[src/rtl/mem_word_loader_pkg.sv]
// Shared definitions for the 16-bit word loader: FSM encoding, bus widths and
// the default ack timeout.
package mem_word_loader_pkg;

  localparam int BYTE_W      = 8;
  localparam int WORD_W      = 16;
  localparam int DEF_ADDR_W  = 16;
  localparam int DEF_TIMEOUT = 15;

  typedef enum logic [1:0] {
    ST_IDLE = 2'd0,
    ST_LO   = 2'd1,
    ST_HI   = 2'd2,
    ST_RESP = 2'd3
  } state_e;

  // Little-endian assembly: high byte came from addr+1.
  function automatic logic [WORD_W-1:0] join_bytes(input logic [BYTE_W-1:0] hi,
                                                   input logic [BYTE_W-1:0] lo);
    return {hi, lo};
  endfunction

endpackage

[src/rtl/mem_word_loader_if.sv]
// Request, byte-memory and response signals of the word loader. The slave
// modport is the loader; the master modport is everything around it.
interface mem_word_loader_if
  import mem_word_loader_pkg::*;
#(
  parameter int ADDR_W = DEF_ADDR_W
);

  logic              req_valid;
  logic              req_ready;
  logic              req_we;
  logic [ADDR_W-1:0] req_addr;
  logic [WORD_W-1:0] req_wdata;

  logic [ADDR_W-1:0] mem_addr;
  logic              mem_rd;
  logic              mem_wr;
  logic [BYTE_W-1:0] mem_wdata;
  logic [BYTE_W-1:0] mem_rdata;
  logic              mem_ack;

  logic              rsp_valid;
  logic              rsp_ready;
  logic [WORD_W-1:0] rsp_data;
  logic              rsp_err;

  modport slave (
    input  req_valid, req_we, req_addr, req_wdata,
    input  mem_rdata, mem_ack, rsp_ready,
    output req_ready, mem_addr, mem_rd, mem_wr, mem_wdata,
    output rsp_valid, rsp_data, rsp_err
  );

  modport master (
    output req_valid, req_we, req_addr, req_wdata,
    output mem_rdata, mem_ack, rsp_ready,
    input  req_ready, mem_addr, mem_rd, mem_wr, mem_wdata,
    input  rsp_valid, rsp_data, rsp_err
  );

endinterface

[src/rtl/mem_word_loader_ack_timer.sv]
// Per-beat wait counter. Flags expiry in the cycle that would be the
// TIMEOUT-th consecutive cycle without an ack.
module ack_timer
  import mem_word_loader_pkg::*;
#(
  parameter int TIMEOUT = DEF_TIMEOUT
) (
  input  logic CLK,
  input  logic RES,
  input  logic i_clr,
  input  logic i_en,
  output logic o_expired
);

  localparam int CNT_W = $clog2(TIMEOUT + 1);

  logic [CNT_W-1:0] r_cnt;

  always_ff @(posedge CLK) begin
    if (RES || i_clr) begin
      r_cnt <= '0;
    end else if (i_en && (r_cnt != CNT_W'(TIMEOUT))) begin
      r_cnt <= r_cnt + CNT_W'(1);
    end
  end

  // Enable is already gated by the absence of ack, so an ack in the limit cycle wins.
  assign o_expired = i_en && (r_cnt == CNT_W'(TIMEOUT - 1));

endmodule

[src/rtl/mem_word_loader.sv]
// Splits one 16-bit load/store into two byte beats (low at addr, high at
// addr+1) and returns the assembled word, a store echo, or a timeout error.
module mem_word_loader
  import mem_word_loader_pkg::*;
#(
  parameter int ADDR_W  = DEF_ADDR_W,
  parameter int TIMEOUT = DEF_TIMEOUT
) (
  input  logic             CLK,
  input  logic             RES,
  mem_word_loader_if.slave bus
);

  state_e            r_state;
  logic              r_we;
  logic [ADDR_W-1:0] r_addr;
  logic [WORD_W-1:0] r_wdata;
  logic [BYTE_W-1:0] r_lo;

  logic              r_req_ready;
  logic [ADDR_W-1:0] r_mem_addr;
  logic              r_mem_rd;
  logic              r_mem_wr;
  logic [BYTE_W-1:0] r_mem_wdata;
  logic              r_rsp_valid;
  logic [WORD_W-1:0] r_rsp_data;
  logic              r_rsp_err;

  logic              w_in_beat;
  logic              w_tmr_clr;
  logic              w_tmr_en;
  logic              w_expired;

  assign w_in_beat = (r_state == ST_LO) || (r_state == ST_HI);
  // Clearing while idle or on ack means each beat starts from zero.
  assign w_tmr_clr = !w_in_beat || bus.mem_ack;
  assign w_tmr_en  = w_in_beat && !bus.mem_ack;

  ack_timer #(
    .TIMEOUT (TIMEOUT)
  ) u_timer (
    .CLK       (CLK),
    .RES       (RES),
    .i_clr     (w_tmr_clr),
    .i_en      (w_tmr_en),
    .o_expired (w_expired)
  );

  always_ff @(posedge CLK) begin
    if (RES) begin
      r_state     <= ST_IDLE;
      r_we        <= 1'b0;
      r_addr      <= '0;
      r_wdata     <= '0;
      r_lo        <= '0;
      r_req_ready <= 1'b0;
      r_mem_addr  <= '0;
      r_mem_rd    <= 1'b0;
      r_mem_wr    <= 1'b0;
      r_mem_wdata <= '0;
      r_rsp_valid <= 1'b0;
      r_rsp_data  <= '0;
      r_rsp_err   <= 1'b0;
    end else begin
      unique case (r_state)
        ST_IDLE: begin
          r_req_ready <= 1'b1;
          if (r_req_ready && bus.req_valid) begin
            r_req_ready <= 1'b0;
            r_we        <= bus.req_we;
            r_addr      <= bus.req_addr;
            r_wdata     <= bus.req_wdata;
            r_mem_addr  <= bus.req_addr;
            r_mem_rd    <= !bus.req_we;
            r_mem_wr    <= bus.req_we;
            r_mem_wdata <= bus.req_wdata[BYTE_W-1:0];
            r_state     <= ST_LO;
          end
        end
        ST_LO: begin
          if (bus.mem_ack) begin
            r_lo        <= bus.mem_rdata;
            r_mem_addr  <= r_addr + ADDR_W'(1);
            r_mem_wdata <= r_wdata[WORD_W-1:BYTE_W];
            r_state     <= ST_HI;
          end else if (w_expired) begin
            r_mem_rd    <= 1'b0;
            r_mem_wr    <= 1'b0;
            r_rsp_valid <= 1'b1;
            r_rsp_data  <= '0;
            r_rsp_err   <= 1'b1;
            r_state     <= ST_RESP;
          end
        end
        ST_HI: begin
          if (bus.mem_ack || w_expired) begin
            r_mem_rd    <= 1'b0;
            r_mem_wr    <= 1'b0;
            r_rsp_valid <= 1'b1;
            r_state     <= ST_RESP;
            if (bus.mem_ack) begin
              r_rsp_data <= r_we ? r_wdata : join_bytes(bus.mem_rdata, r_lo);
              r_rsp_err  <= 1'b0;
            end else begin
              r_rsp_data <= '0;
              r_rsp_err  <= 1'b1;
            end
          end
        end
        ST_RESP: begin
          if (bus.rsp_ready) begin
            r_rsp_valid <= 1'b0;
            r_rsp_data  <= '0;
            r_rsp_err   <= 1'b0;
            r_req_ready <= 1'b1;
            r_state     <= ST_IDLE;
          end
        end
        default: r_state <= ST_IDLE;
      endcase
    end
  end

  assign bus.req_ready = r_req_ready;
  assign bus.mem_addr  = r_mem_addr;
  assign bus.mem_rd    = r_mem_rd;
  assign bus.mem_wr    = r_mem_wr;
  assign bus.mem_wdata = r_mem_wdata;
  assign bus.rsp_valid = r_rsp_valid;
  assign bus.rsp_data  = r_rsp_data;
  assign bus.rsp_err   = r_rsp_err;

endmodule
[src/flat_wrapper.sv]
// flat-port wrapper written by rule: the top's interface ports become plain ports
module mem_word_loader_flat import mem_word_loader_pkg::*;
#(
  parameter int ADDR_W  = DEF_ADDR_W,
  parameter int TIMEOUT = DEF_TIMEOUT
)
  (CLK, RES, bus_req_valid, bus_req_we, bus_req_addr, bus_req_wdata, bus_mem_rdata, bus_mem_ack, bus_rsp_ready, bus_req_ready, bus_mem_addr, bus_mem_rd, bus_mem_wr, bus_mem_wdata, bus_rsp_valid, bus_rsp_data, bus_rsp_err);
  mem_word_loader_if #(.ADDR_W(ADDR_W)) bus_i ();
  input  logic CLK;
  input  logic RES;
  input wire logic [$bits(bus_i.req_valid)-1:0] bus_req_valid;
  input wire logic [$bits(bus_i.req_we)-1:0] bus_req_we;
  input wire logic [$bits(bus_i.req_addr)-1:0] bus_req_addr;
  input wire logic [$bits(bus_i.req_wdata)-1:0] bus_req_wdata;
  input wire logic [$bits(bus_i.mem_rdata)-1:0] bus_mem_rdata;
  input wire logic [$bits(bus_i.mem_ack)-1:0] bus_mem_ack;
  input wire logic [$bits(bus_i.rsp_ready)-1:0] bus_rsp_ready;
  output wire logic [$bits(bus_i.req_ready)-1:0] bus_req_ready;
  output wire logic [$bits(bus_i.mem_addr)-1:0] bus_mem_addr;
  output wire logic [$bits(bus_i.mem_rd)-1:0] bus_mem_rd;
  output wire logic [$bits(bus_i.mem_wr)-1:0] bus_mem_wr;
  output wire logic [$bits(bus_i.mem_wdata)-1:0] bus_mem_wdata;
  output wire logic [$bits(bus_i.rsp_valid)-1:0] bus_rsp_valid;
  output wire logic [$bits(bus_i.rsp_data)-1:0] bus_rsp_data;
  output wire logic [$bits(bus_i.rsp_err)-1:0] bus_rsp_err;
  assign bus_i.req_valid = bus_req_valid;
  assign bus_i.req_we = bus_req_we;
  assign bus_i.req_addr = bus_req_addr;
  assign bus_i.req_wdata = bus_req_wdata;
  assign bus_i.mem_rdata = bus_mem_rdata;
  assign bus_i.mem_ack = bus_mem_ack;
  assign bus_i.rsp_ready = bus_rsp_ready;
  assign bus_req_ready = bus_i.req_ready;
  assign bus_mem_addr = bus_i.mem_addr;
  assign bus_mem_rd = bus_i.mem_rd;
  assign bus_mem_wr = bus_i.mem_wr;
  assign bus_mem_wdata = bus_i.mem_wdata;
  assign bus_rsp_valid = bus_i.rsp_valid;
  assign bus_rsp_data = bus_i.rsp_data;
  assign bus_rsp_err = bus_i.rsp_err;
  mem_word_loader #(.ADDR_W(ADDR_W), .TIMEOUT(TIMEOUT)) u_core (.CLK(CLK), .RES(RES), .bus(bus_i));
endmodule
[config.mk]
export PLATFORM = sky130hd
export DESIGN_NAME = mem_word_loader_flat
export DESIGN_NICKNAME = d
export VERILOG_FILES = /design/src/rtl/mem_word_loader_pkg.sv /design/src/rtl/mem_word_loader_if.sv /design/src/rtl/mem_word_loader_ack_timer.sv /design/src/rtl/mem_word_loader.sv /design/src/flat_wrapper.sv
export SDC_FILE = /design/constraint.sdc
export NUM_CORES = 1
export LEC_CHECK = 0
export ABC_CLOCK_PERIOD_IN_PS = 1800
export CAP_MARGIN = 10
export CORE_MARGIN = 2
export CORE_UTILIZATION = 46
export CTS_BUF_LIST = sky130_fd_sc_hd__clkbuf_16
export CTS_CLUSTER_SIZE = 25
export DETAILED_ROUTE_END_ITERATION = 10
export PLACE_DENSITY = 0.76
export SETUP_SLACK_MARGIN = 0.15
export SLEW_MARGIN = 20
export SYNTH_ARGS = -nofsm -noshare
export SYNTH_HDL_FRONTEND = slang
export SYNTH_SLANG_ARGS = --single-unit
[constraint.sdc]
create_clock -name CLK -period 1.8 [get_ports CLK]
set_clock_uncertainty 0.1 [all_clocks]
set_input_delay 0.18 -clock CLK [delete_from_list [all_inputs] [get_ports CLK]]
set_output_delay 0.18 -clock CLK [all_outputs]
set_load 0.005 [all_outputs]
# Yosys cells after proc, flatten, opt, wreduce, memory -nomap -nowiden
# Index checks and enable logic that the tools add are counted.
dict set report classes {
  n_reduce_logical 23
  muxes 37
  n_addsub 2
  eq_ne 12
}
# operator n
set op_table {}
lappend op_table {{two-way mux 16 bit} 8}
lappend op_table {{one-hot mux 16 bit (3 select lines)} 1}
lappend op_table {{one-hot mux 16 bit (2 select lines)} 1}
lappend op_table {{adder 16 x 1 -> 16 bit (second input constant)} 1}
lappend op_table {{two-way mux 8 bit} 2}
lappend op_table {{one-hot mux 8 bit (2 select lines)} 1}
lappend op_table {{two-way mux 1 bit} 13}
lappend op_table {{one-hot mux 1 bit (3 select lines)} 4}
lappend op_table {{two-way mux 2 bit} 5}
lappend op_table {{AND reduction 5 bit} 2}
lappend op_table {{!= test 2 bit (second input constant)} 4}
lappend op_table {{one-hot mux 2 bit (4 select lines)} 1}
lappend op_table {{AND reduction 2 bit} 3}
lappend op_table {{nonzero test 3 bit} 2}
lappend op_table {{adder 4 x 1 -> 4 bit (second input constant)} 1}
lappend op_table {{== test 2 bit (second input constant)} 2}
lappend op_table {{== test 4 bit (second input constant)} 1}
lappend op_table {{logical AND 1 bit} 4}
lappend op_table {{logical OR 1 bit} 4}
lappend op_table {{!= test 2 x 1 -> 1 bit (second input constant)} 2}
lappend op_table {{!= test 4 bit (second input constant)} 1}
lappend op_table {{AND reduction 4 bit} 1}
lappend op_table {{nonzero test 2 bit} 2}
lappend op_table {{zero test 1 bit} 3}
lappend op_table {{5 further kinds} 5}
dict set report totals {
  ff_bits 92
  wordCells 88
}

# Depth between registers and ports, before layout
# Gate-level depths: netlist (run 1).
dict set report depth {
  depth_word 7
  ltp_mapped 9
  depth_no_buf 6
}

# Hierarchy
# A second synthesis (run 1) with hierarchy kept.
dict set report hier_totals {
  cells_unflattened 545
  area_unflattened_um2 4408.0
}
# mod n_inst cells_each area_per_inst_um2 seq_area_each_um2
set modules_own_cells {}
lappend modules_own_cells {mem_word_loader 1 523 4191.5 1761.7}
lappend modules_own_cells {ack_timer 1 22 216.5 80.1}

# Worst setup path before layout (run 1)
# No wires, ideal clock.
dict set report synth_timing {
  kind {reg2reg}
  start {register u_core.r_state[1]}
  end {register u_core.r_mem_addr[11] (netlist: u_core.bus.mem_addr[11])}
  synth_period_minus_slack_ns 1.946
  arrival_ns 1.767
  required_ns 1.620
  path_stages_with_launch 10
  slack_ns -0.146
  setup_ns 0.080
  cell_sequence {dfxtp_1 > inv_1 > ha_1 > buf_2 > mux2i_2 > or2_1 > buf_2 > buf_2 > a21oi_1 > o22ai_1}
}
dict set report synth_between {
  elab_chain_len 3
}
# element line
set synth_lines {}
lappend synth_lines {{start, declared} mem_word_loader.sv:14} ;# state_e r_state;
lappend synth_lines {{start signal, assigned} mem_word_loader.sv:51} ;# r_state <= ST_IDLE;
lappend synth_lines {{start signal, assigned} mem_word_loader.sv:77} ;# r_state <= ST_LO;
lappend synth_lines {{start signal, assigned} mem_word_loader.sv:85} ;# r_state <= ST_HI;
lappend synth_lines {{== test 2 x 1 -> 1 bit / zero test 2 bit (equally long branches)} mem_word_loader.sv:65} ;# unique case (r_state)
lappend synth_lines {{!= test 2 bit (no line), or another cell as far along} -}
lappend synth_lines {{AND reduction 3 bit (no line)} -}
lappend synth_lines {{end signal, assigned} mem_word_loader.sv:73} ;# r_mem_addr <= bus.req_addr;
lappend synth_lines {{end signal, assigned} mem_word_loader.sv:83} ;# r_mem_addr <= r_addr + ADDR_W'(1);
lappend synth_lines {{end, declared} mem_word_loader.sv:21} ;# logic [ADDR_W-1:0] r_mem_addr;
# Parallel ways exist; a longest one is shown, timed or not.
# A chain may end at the register's enable or synchronous reset.

# Worst setup path after layout (run 1)
dict set report layout_timing {
  start {register u_core.r_state[0]}
  end {register u_core.r_rsp_data[13] (netlist: u_core.bus.rsp_data[13])}
}
dict set report layout_between {
  elab_chain_len 7
}
# element line
set layout_lines {}
lappend layout_lines {{== test 2 x 1 -> 1 bit / == test 2 bit (equally long branches)} {mem_word_loader.sv:34, mem_word_loader.sv:65}}
lappend layout_lines {{logical OR 1 bit} mem_word_loader.sv:34} ;# assign w_in_beat = (r_state == ST_LO) || (r_state == ST_HI);
lappend layout_lines {{logical AND 1 bit} mem_word_loader.sv:37} ;# assign w_tmr_en = w_in_beat && !bus.mem_ack;
lappend layout_lines {{logical AND 1 bit} mem_word_loader_ack_timer.sv:28} ;# assign o_expired = i_en && (r_cnt == CNT_W'(TIMEOUT - 1));
lappend layout_lines {{logical OR 1 bit} mem_word_loader.sv:96} ;# if (bus.mem_ack || w_expired) begin
lappend layout_lines {{!= test 2 bit (no line)} -}
lappend layout_lines {{AND reduction 5 bit (no line)} -}
lappend layout_lines {{end signal, assigned} mem_word_loader.sv:102} ;# r_rsp_data <= r_we ? r_wdata : join_bytes(bus.mem_rdata, r_lo);
lappend layout_lines {{end, declared} mem_word_loader.sv:26} ;# logic [WORD_W-1:0] r_rsp_data;
# Parallel ways exist; a longest one is shown, timed or not.

==> results of run 1 <==
-- placed cells by master (no fill, tap or decap), types with 10 or more instances in the layout --
cell             instances
xnor2_1                 10
dfxtp_1                 83
clkbuf_16               10
and3_1                  17
nand3_1                 12
a21oi_1                 45
clkdlybuf4s50_1         89
mux2i_1                 27
nor2_1                  44
nand2_1                 93
a31o_2                  16
buf_4                   35
nor3_1                  12
-- layer usage --
layer / part of all wire, % / up-vias
li1: - / 2008
met1: 40 / 2044
met2: 51 / 164
met3: 6.2 / 32
met4: 2.5 / 0
met5: 0 / -
-- state kept, by name, indices dropped and copies added (netlist names) --
signal,count
u_core.bus.mem_addr,16
u_core.bus.rsp_data,16
u_core.r_addr,16
u_core.r_wdata,16
u_core.bus.mem_wdata,8
u_core.r_lo,8
u_core.u_timer.r_cnt,4
u_core.r_state,2
u_core.bus.mem_rd,1
u_core.bus.mem_wr,1
u_core.bus.req_ready,1
u_core.bus.rsp_err,1
u_core.bus.rsp_valid,1
u_core.r_we,1
-- synthesized netlist by cell type (all sizes together) (2+ instances only) --
library cell	instances	share of area [%]
dfxtp	92	44
nor4	3	0.44
clkbuf	22	2.0
nor2	47	4.2
buf	12	1.3
and3	17	2.5
nand3	17	2.3
a211o	2	0.42
a31o	16	3.3
inv	11	0.98
a21oi	54	6.4
o22ai	8	1.2
mux2i	28	6.7
a211oi	12	2.1
nand2	94	8.4
nand4	4	0.95
o41ai	3	0.62
ha	8	2.4
xnor2	10	2.1
nor3	16	1.9
nor2b	2	0.30
nor4b	7	1.5
o21a	3	0.53
-- cell type report --
cell class | count | area (um2) | share of cell area [%]
Clock buffer | 9 | 225 | 3.62
Clock inverter | 7 | 35.0 | 0.562
Inverter | 12 | 58.8 | 0.944
Multi-Input combinational cell | 369 | 2550 | 41.0
Sequential cell | 92 | 1860 | 29.8
Tap cell | 108 | 135 | 2.17
Timing Repair Buffer | 137 | 1360 | 21.9
-- through the flow --
| step | hold WS (ns) | cells | power [W] |
|---|---|---|---|
| finish | 0.0882 | 734 | 0.00927 |
| global route | 0.0948 | 734 | 0.00974 |
| CTS | 0.0484 | 729 | 0.00866 |
| detailed placement | 0.349 | 711 | 0.00641 |
| global placement | 0.341 | 711 | 0.00629 |
| floorplan | 0.168 | 507 | 0.00491 |
-- cells by family (layout without fill, tap and decap cells) --
| kind of cell | after synthesis | count (layout) | synth area share (%) |
|---|---|---|---|
| AO/OA/AOI/OAI | 110 | 110 | 17.3 |
| multiplexers | 28 | 28 | 6.73 |
| XOR/XNOR | 11 | 11 | 2.28 |
| flip-flops | 92 | 92 | 43.6 |
| buffers and inverters | 46 | 165 | 4.36 |
| adder cells (fa/ha/maj) | 8 | 8 | 2.37 |
| AND/OR/NAND/NOR | 212 | 212 | 23.4 |
-- worst max-delay path by stage --
stage                              startpoint                                   end  cells past startpoint
6_report       u_core.r_state[0]$_SDFFE_PP0P_  u_core.bus.rsp_data[13]$_SDFFE_PP0P_                      8
5_1_grt        u_core.r_state[0]$_SDFFE_PP0P_   u_core.bus.rsp_data[9]$_SDFFE_PP0P_                      8
4_1_cts        u_core.r_state[1]$_SDFFE_PP0P_   u_core.bus.mem_addr[3]$_SDFFE_PP0P_                      7
3_5_place_dp                      bus_mem_ack  u_core.bus.rsp_data[13]$_SDFFE_PP0P_                      5
3_3_place_gp                      bus_mem_ack  u_core.bus.rsp_data[14]$_SDFFE_PP0P_                      5
2_1_floorplan  u_core.r_state[0]$_SDFFE_PP0P_  u_core.bus.rsp_data[10]$_SDFFE_PP0P_                      7
-- what timing repair did --
item,in CTS,in global routing
pin swaps,5,16
cloned,2,2
resized for setup,44,31
setup endpoints to repair,54,54
setup buffers,0,3
hold buffers,0,0
-- where the power goes --
part | switching [W] | internal [W] | leakage (nW) | total, W
Clock | 0.000772 | 0.000914 | 0.125 | 0.00169
Sequential | 0.000373 | 0.00252 | 0.754 | 0.00289
Combinational | 0.00239 | 0.00230 | 1.38 | 0.00469
==> impl_results.md, run 1 <==
* Worst Max-Slew Pin Slew at 0.500 ns
* DRT Pass-1 Iters at 5
* Post-DRT Antenna Nets at 0
* Routing usage on met2 at between 40% and 50%
* Power density over the cells at ~1500 nW/um2
* Most used flip-flop cell after synthesis: dfxtp_1
* Family with the most delay on the worst path: flip-flops
* Hold Startpoint: RES
* Wire per inst at about 18 um
* Cell count after synthesis at between 500 and 600
* Buf/Inv on CP at 3
* Pleak at 2.26 nW
* H-tree Lvls at 3
* Diodes inserted at 0
* DRT Wirelength at 13200 um
* Detailed placer's ending HPWL at ~8300 um
* Die Area at 9960 um2
* P&R area growth vs syn at 47.6%
* Layout Nets at 675
* Hold Path Class: input port to flip-flop
* Seq cells post-synth at approximately 90
* WP data required at a little under 2 ns
* Met1 Track Usage GR at approximately 30%
* Hold path endpoint: u_core.bus.rsp_err$_SDFFE_PP0P_
* Async set-reset flop share out of synthesis at 0%
* Vias after detailed routing at between 4000 and 5000
* Max cap viols at 0
* Status: finished with violations
* Initial core utilization at a little under half
* CP max-delay cell: dfxtp_4
* GR peak layer: met2
* Share of layout cells above drive strength 1 at 22.4%
* Largest net degree at the start of global routing at 45
* Area of the core at about 8800 um2
* CTS clk-pin slew, worst paths at around 0.06 ns
* Fillers at between 600 and 700
* Initial antenna violation count at 0
* Register area share after synthesis at between 40 and 50%
* Max_slew headroom at between 60 and 70%
* Synth unique cells at 46
* Total global-route track usage at 24.8%
* Cell count of the worst hold path at 2
* IO buf count at 90
* CP endpoint kind: flip-flop
* Root buf cell: clkbuf_16
* Crit path cell chain: inv_6 -> ha_1 -> buf_4 -> nand3b_1 -> buf_12 -> nor2_1 -> and3_1 -> a31o_2
* Worst setup margin at -0.00920 ns
* Post-DP Area at ~5500 um2
* Clk buf depth at 2
* Placer congestion estimate at 0.866
* Tcrit/Tclk final at 101%
* Yosys warns at 0
* DIE WIDTH at 99.8 um
* Reg2reg end: u_core.bus.rsp_data[13]$_SDFFE_PP0P_
* Die Height at 99.8 um
* Final Max Slew Viols at 0
* Dpl ws at -0.211 ns
* Number of global-route vias before repair at slightly above 4000
* Syn Nets at 561
* # clock sinks at 92
* Final setup fails at 3
* Reg2reg setup slack at -0.009 ns
* Post-synth EDFFs at 0
* Fin util at between 70% and 80%
* Largest fanout on the critical path at 16
* Worst VDD drop at between 0.8 and 0.9 mV
* Synthesized area at ~4200 um2
* R2R depth at 8
* Final Hold Violating Endpoints at 0
* Grt total ovfl at 0
* CP max stage delay at about 0.40 ns
* Minimum clock period after layout at approximately 1.8 ns
* Skew-Pair Late Insertion Delay at 0.34 ns
* DRC at 0
* IO Count at slightly above 90
* Fin Setup TNS at -0.0125 ns
* Crit path launch type: flip-flop
* Failing checks: setup timing
* First-pass GRT wire length at between 15000 and 20000 um
* Finished Cell Area at slightly above 6000 um2
* Type of the worst setup path: flip-flop to flip-flop
* Post-synthesis area per instance at roughly 8.3 um2
* R2r startpoint: u_core.r_state[0]$_SDFFE_PP0P_
* Via-per-instance ratio at roughly 5.8
* RSZ-0062 raised after global routing: yes
* FMAX at 553 MHz
* TritonCTS Buffers at 9
* First DRT Iteration DRCs at around 200
* # rows at 34
* Worst EP arrival at 1.94 ns
* TritonCTS clock tree: built
* Routing usage on met3 at 4.32%
Power figures use the tool's default switching activity.
==> run 2, diff against run 1 <==
ABC_CLOCK_PERIOD_IN_PS = 1570   (was 1800)
clock period = 1.57 ns   (was 1.8 ns; I/O delays follow)
==> run 2 against run 1 <==
The flow still finishes with violations (setup timing). Die area did not move. Largest cell class unchanged. Sequential cell count stayed put. Global-route usage rose by 1.8 points. Sequential power up 14%. Register-to-register slack worse by 0.22 ns. Critical endpoint is now u_core.bus.mem_addr[15]$_SDFFE_PP0P_. Sequential share of layout area fell by 1.0 points. Utilization is 3.1 points higher.
==> impl_results.md, run 2 (synthesized netlist as in run 1, its figures left out) <==
* Internal at 0.00701 W (+22%)
* Worst setup margin at -0.230 ns (-0.221 ns)
* Commonest non-fill, non-tap cell in the layout: nand2_1
* Status: finished with violations
* DRT Wirelength at 13500 um (+2.3%)
* CP max stage delay at 0.40 ns (about the same)
* Vias after detailed routing at 4326 (+1.8%)
* Area of the core at 8810 um2 (unchanged)
* Post-DRT Antenna Nets at 0 (unchanged)
* H-tree Lvls at 3 (unchanged)
* Post-DP Area at 5720 um2 (+3.4%)
* Crit path cell chain: inv_2 -> ha_4 -> a21boi_4 -> buf_4 -> nor3_2 -> or3b_4 -> o211ai_2
* Grt total ovfl at 0 (unchanged)
* Fillers at 629 (-3.2%)
* Family with the most delay on the worst path: simple AND/OR/NAND/NOR gates
* Power density over the cells at 1700 nW/um2 (+14%)
* Root buf cell: clkbuf_16
* TritonCTS clock tree: built
* Final Max Slew Viols at 0 (unchanged)
* Max_slew headroom at 64.0% (-2.7 points)
* First-pass GRT wire length at 21200 um (+7.6%)
* # rows at 34 (unchanged)
* Largest net degree at the start of global routing at 49 (+8.9%)
* RSZ-0062 raised after global routing: yes
* DIE WIDTH at 99.8 um (unchanged)
* Finished Cell Area at 6510 um2 (+4.4%)
* Switching share of total power at 36.7% (-1.4 points)
* Skew-Pair Late Insertion Delay at 0.34 ns (about the same)
* Minimum clock period after layout at 1.80 ns (-0.00886 ns)
* Worst EP arrival at 1.97 ns (+0.03 ns)
* Worst Max-Slew Pin Slew at 0.540 ns (+0.0398 ns)
* Most frequent cells in the layout: nand2_1 (93), dfxtp_1 (68), buf_4 (51)
* Die Height at 99.8 um (unchanged)
* Clk buf depth at 2 (unchanged)
* Pleak at 2.64 nW (+17%)
* CP endpoint kind: flip-flop
* Final setup fails at 67 (+64)
* Type of the worst setup path: flip-flop to flip-flop
* Final Hold Violating Endpoints at 0 (unchanged)
* Crit path launch type: flip-flop
* P&R area growth vs syn at 54.1%
* CP max-delay cell: or3b_4
* DRC at 0 (unchanged)
* Tcrit/Tclk final at 115% (+14 points)
* Failing checks: setup timing
* Buf/Inv on CP at 2 (-1)
* Max cap viols at 0 (unchanged)
* Reg2reg setup slack at -0.23 ns (-0.22 ns)
* TritonCTS Buffers at 9 (unchanged)
* Total global-route track usage at 26.6% (+1.8 points)
* FF/Latch Area at 1870 um2 (+0.88%)
* Total power at 0.0111 W (+20%)
* Placer congestion estimate at 0.856 (-1.2%)
* DRT Pass-1 Iters at 6 (+1)
* Share of layout cells above drive strength 1 at 29.2% (+6.8 points)
* Wire per inst at 17.8 um (-0.66%)
* Combinational share of power at 49.1% (-1.5 points)
* Worst VDD drop at 1.11 mV (+32%)
* Share of power burned in registers at 29.7% (-1.5 points)
* Initial antenna violation count at 0 (unchanged)
* CTS clk-pin slew, worst paths at 0.07 ns (about the same)
* FMAX at 555 MHz (+0.49%)
* Diodes inserted at 0 (unchanged)
* Largest fanout on the critical path at 5 (-11)
* Hold Path Class: input port to flip-flop
* IO buf count at 90 (unchanged)
* Initial core utilization at 47.9% (unchanged)
* # clock sinks at 92 (unchanged)
* Number of global-route vias before repair at 4398 (+6.6%)
* Via-per-instance ratio at 5.72 (-1.1%)
* First DRT Iteration DRCs at 247 (+21%)
* NetSw at 0.00407 W (+15%)
* Multi-input gate area at 2550 um2 (about the same)
* Layout Nets at 698 (+3.4%)
* Die Area at 9960 um2 (unchanged)
* IO Count at 91 (unchanged)
* Detailed placer's ending HPWL at 8340 um (+1.1%)
* WP data required at 1.73 ns (-0.20 ns)
* Clock share of power at 21.2% (+3.0 points)
-- run 2: through the flow --
step                      TNS (ns)  hold slack (ns)  cells  setup WS, ns  util, %
after global routing        -13.56           0.0440    756        -0.300     73.9
final                        -8.77           0.0534    756        -0.230     73.9
after floorplan              -6.82            0.145    507        -0.203        -
after CTS                    -6.69           0.0123    752        -0.185     72.4
after detailed placement    -12.05            0.350    732        -0.302     64.9
after global placement       -8.70            0.341    732        -0.245     64.9
-- run 2: power by group through the flow --
stage          Combinational (W)  Clock [W]  Sequential [W]
6_report                 0.00544    0.00235         0.00329
5_1_grt                  0.00582    0.00247         0.00335
4_1_cts                  0.00494    0.00238         0.00328
3_5_place_dp             0.00428          0         0.00329
3_3_place_gp             0.00417          0         0.00327
2_1_floorplan            0.00240          0         0.00328
-- run 2: final cells by class --
cell class	instances	share of cell area [%]
clock buffer	9	3.46
clock inverter	6	1.44
inverter	12	0.788
multi-input combinational	369	39.2
sequential	92	28.8
tap	108	2.08
timing repair buffer	160	24.2
-- run 2: worst paths after layout --
| path | cells after the start | startpoint | end |
|---|---|---|---|
| setup / recovery | 7 | u_core.r_state[0]$_SDFFE_PP0P_ | u_core.bus.mem_addr[15]$_SDFFE_PP0P_ |
| setup reg to reg | 7 | u_core.r_state[0]$_SDFFE_PP0P_ | u_core.bus.mem_addr[15]$_SDFFE_PP0P_ |
| hold reg to reg | 1 | u_core.bus.mem_wr$_SDFFE_PP0P_ | u_core.bus.mem_wr$_SDFFE_PP0P_ |
| hold / removal | 2 | RES | u_core.bus.mem_addr[15]$_SDFFE_PP0P_ |
-- run 2: routing by layer --
metal	up-vias	share of wire (%)	track usage, %	wire length (um)
li1	2057	-	-	-
met4	0	2.9	10.0	389
met3	32	5.8	4.39	776
met2	158	50	46.1	6770
met1	2079	41	33.4	5530
met5	-	0	0	0
-- run 2: what timing repair did --
| item | CTS | global route |
|---|---|---|
| endpoints found under the hold margin | 0 | 0 |
| pin swaps | 14 | 2 |
| resized for setup | 113 | 22 |
| buffers inserted | 1 | 3 |
| gates cloned | 4 | 1 |
| endpoints found under the setup margin | 133 | 93 |
| hold buffers | 0 | 0 |
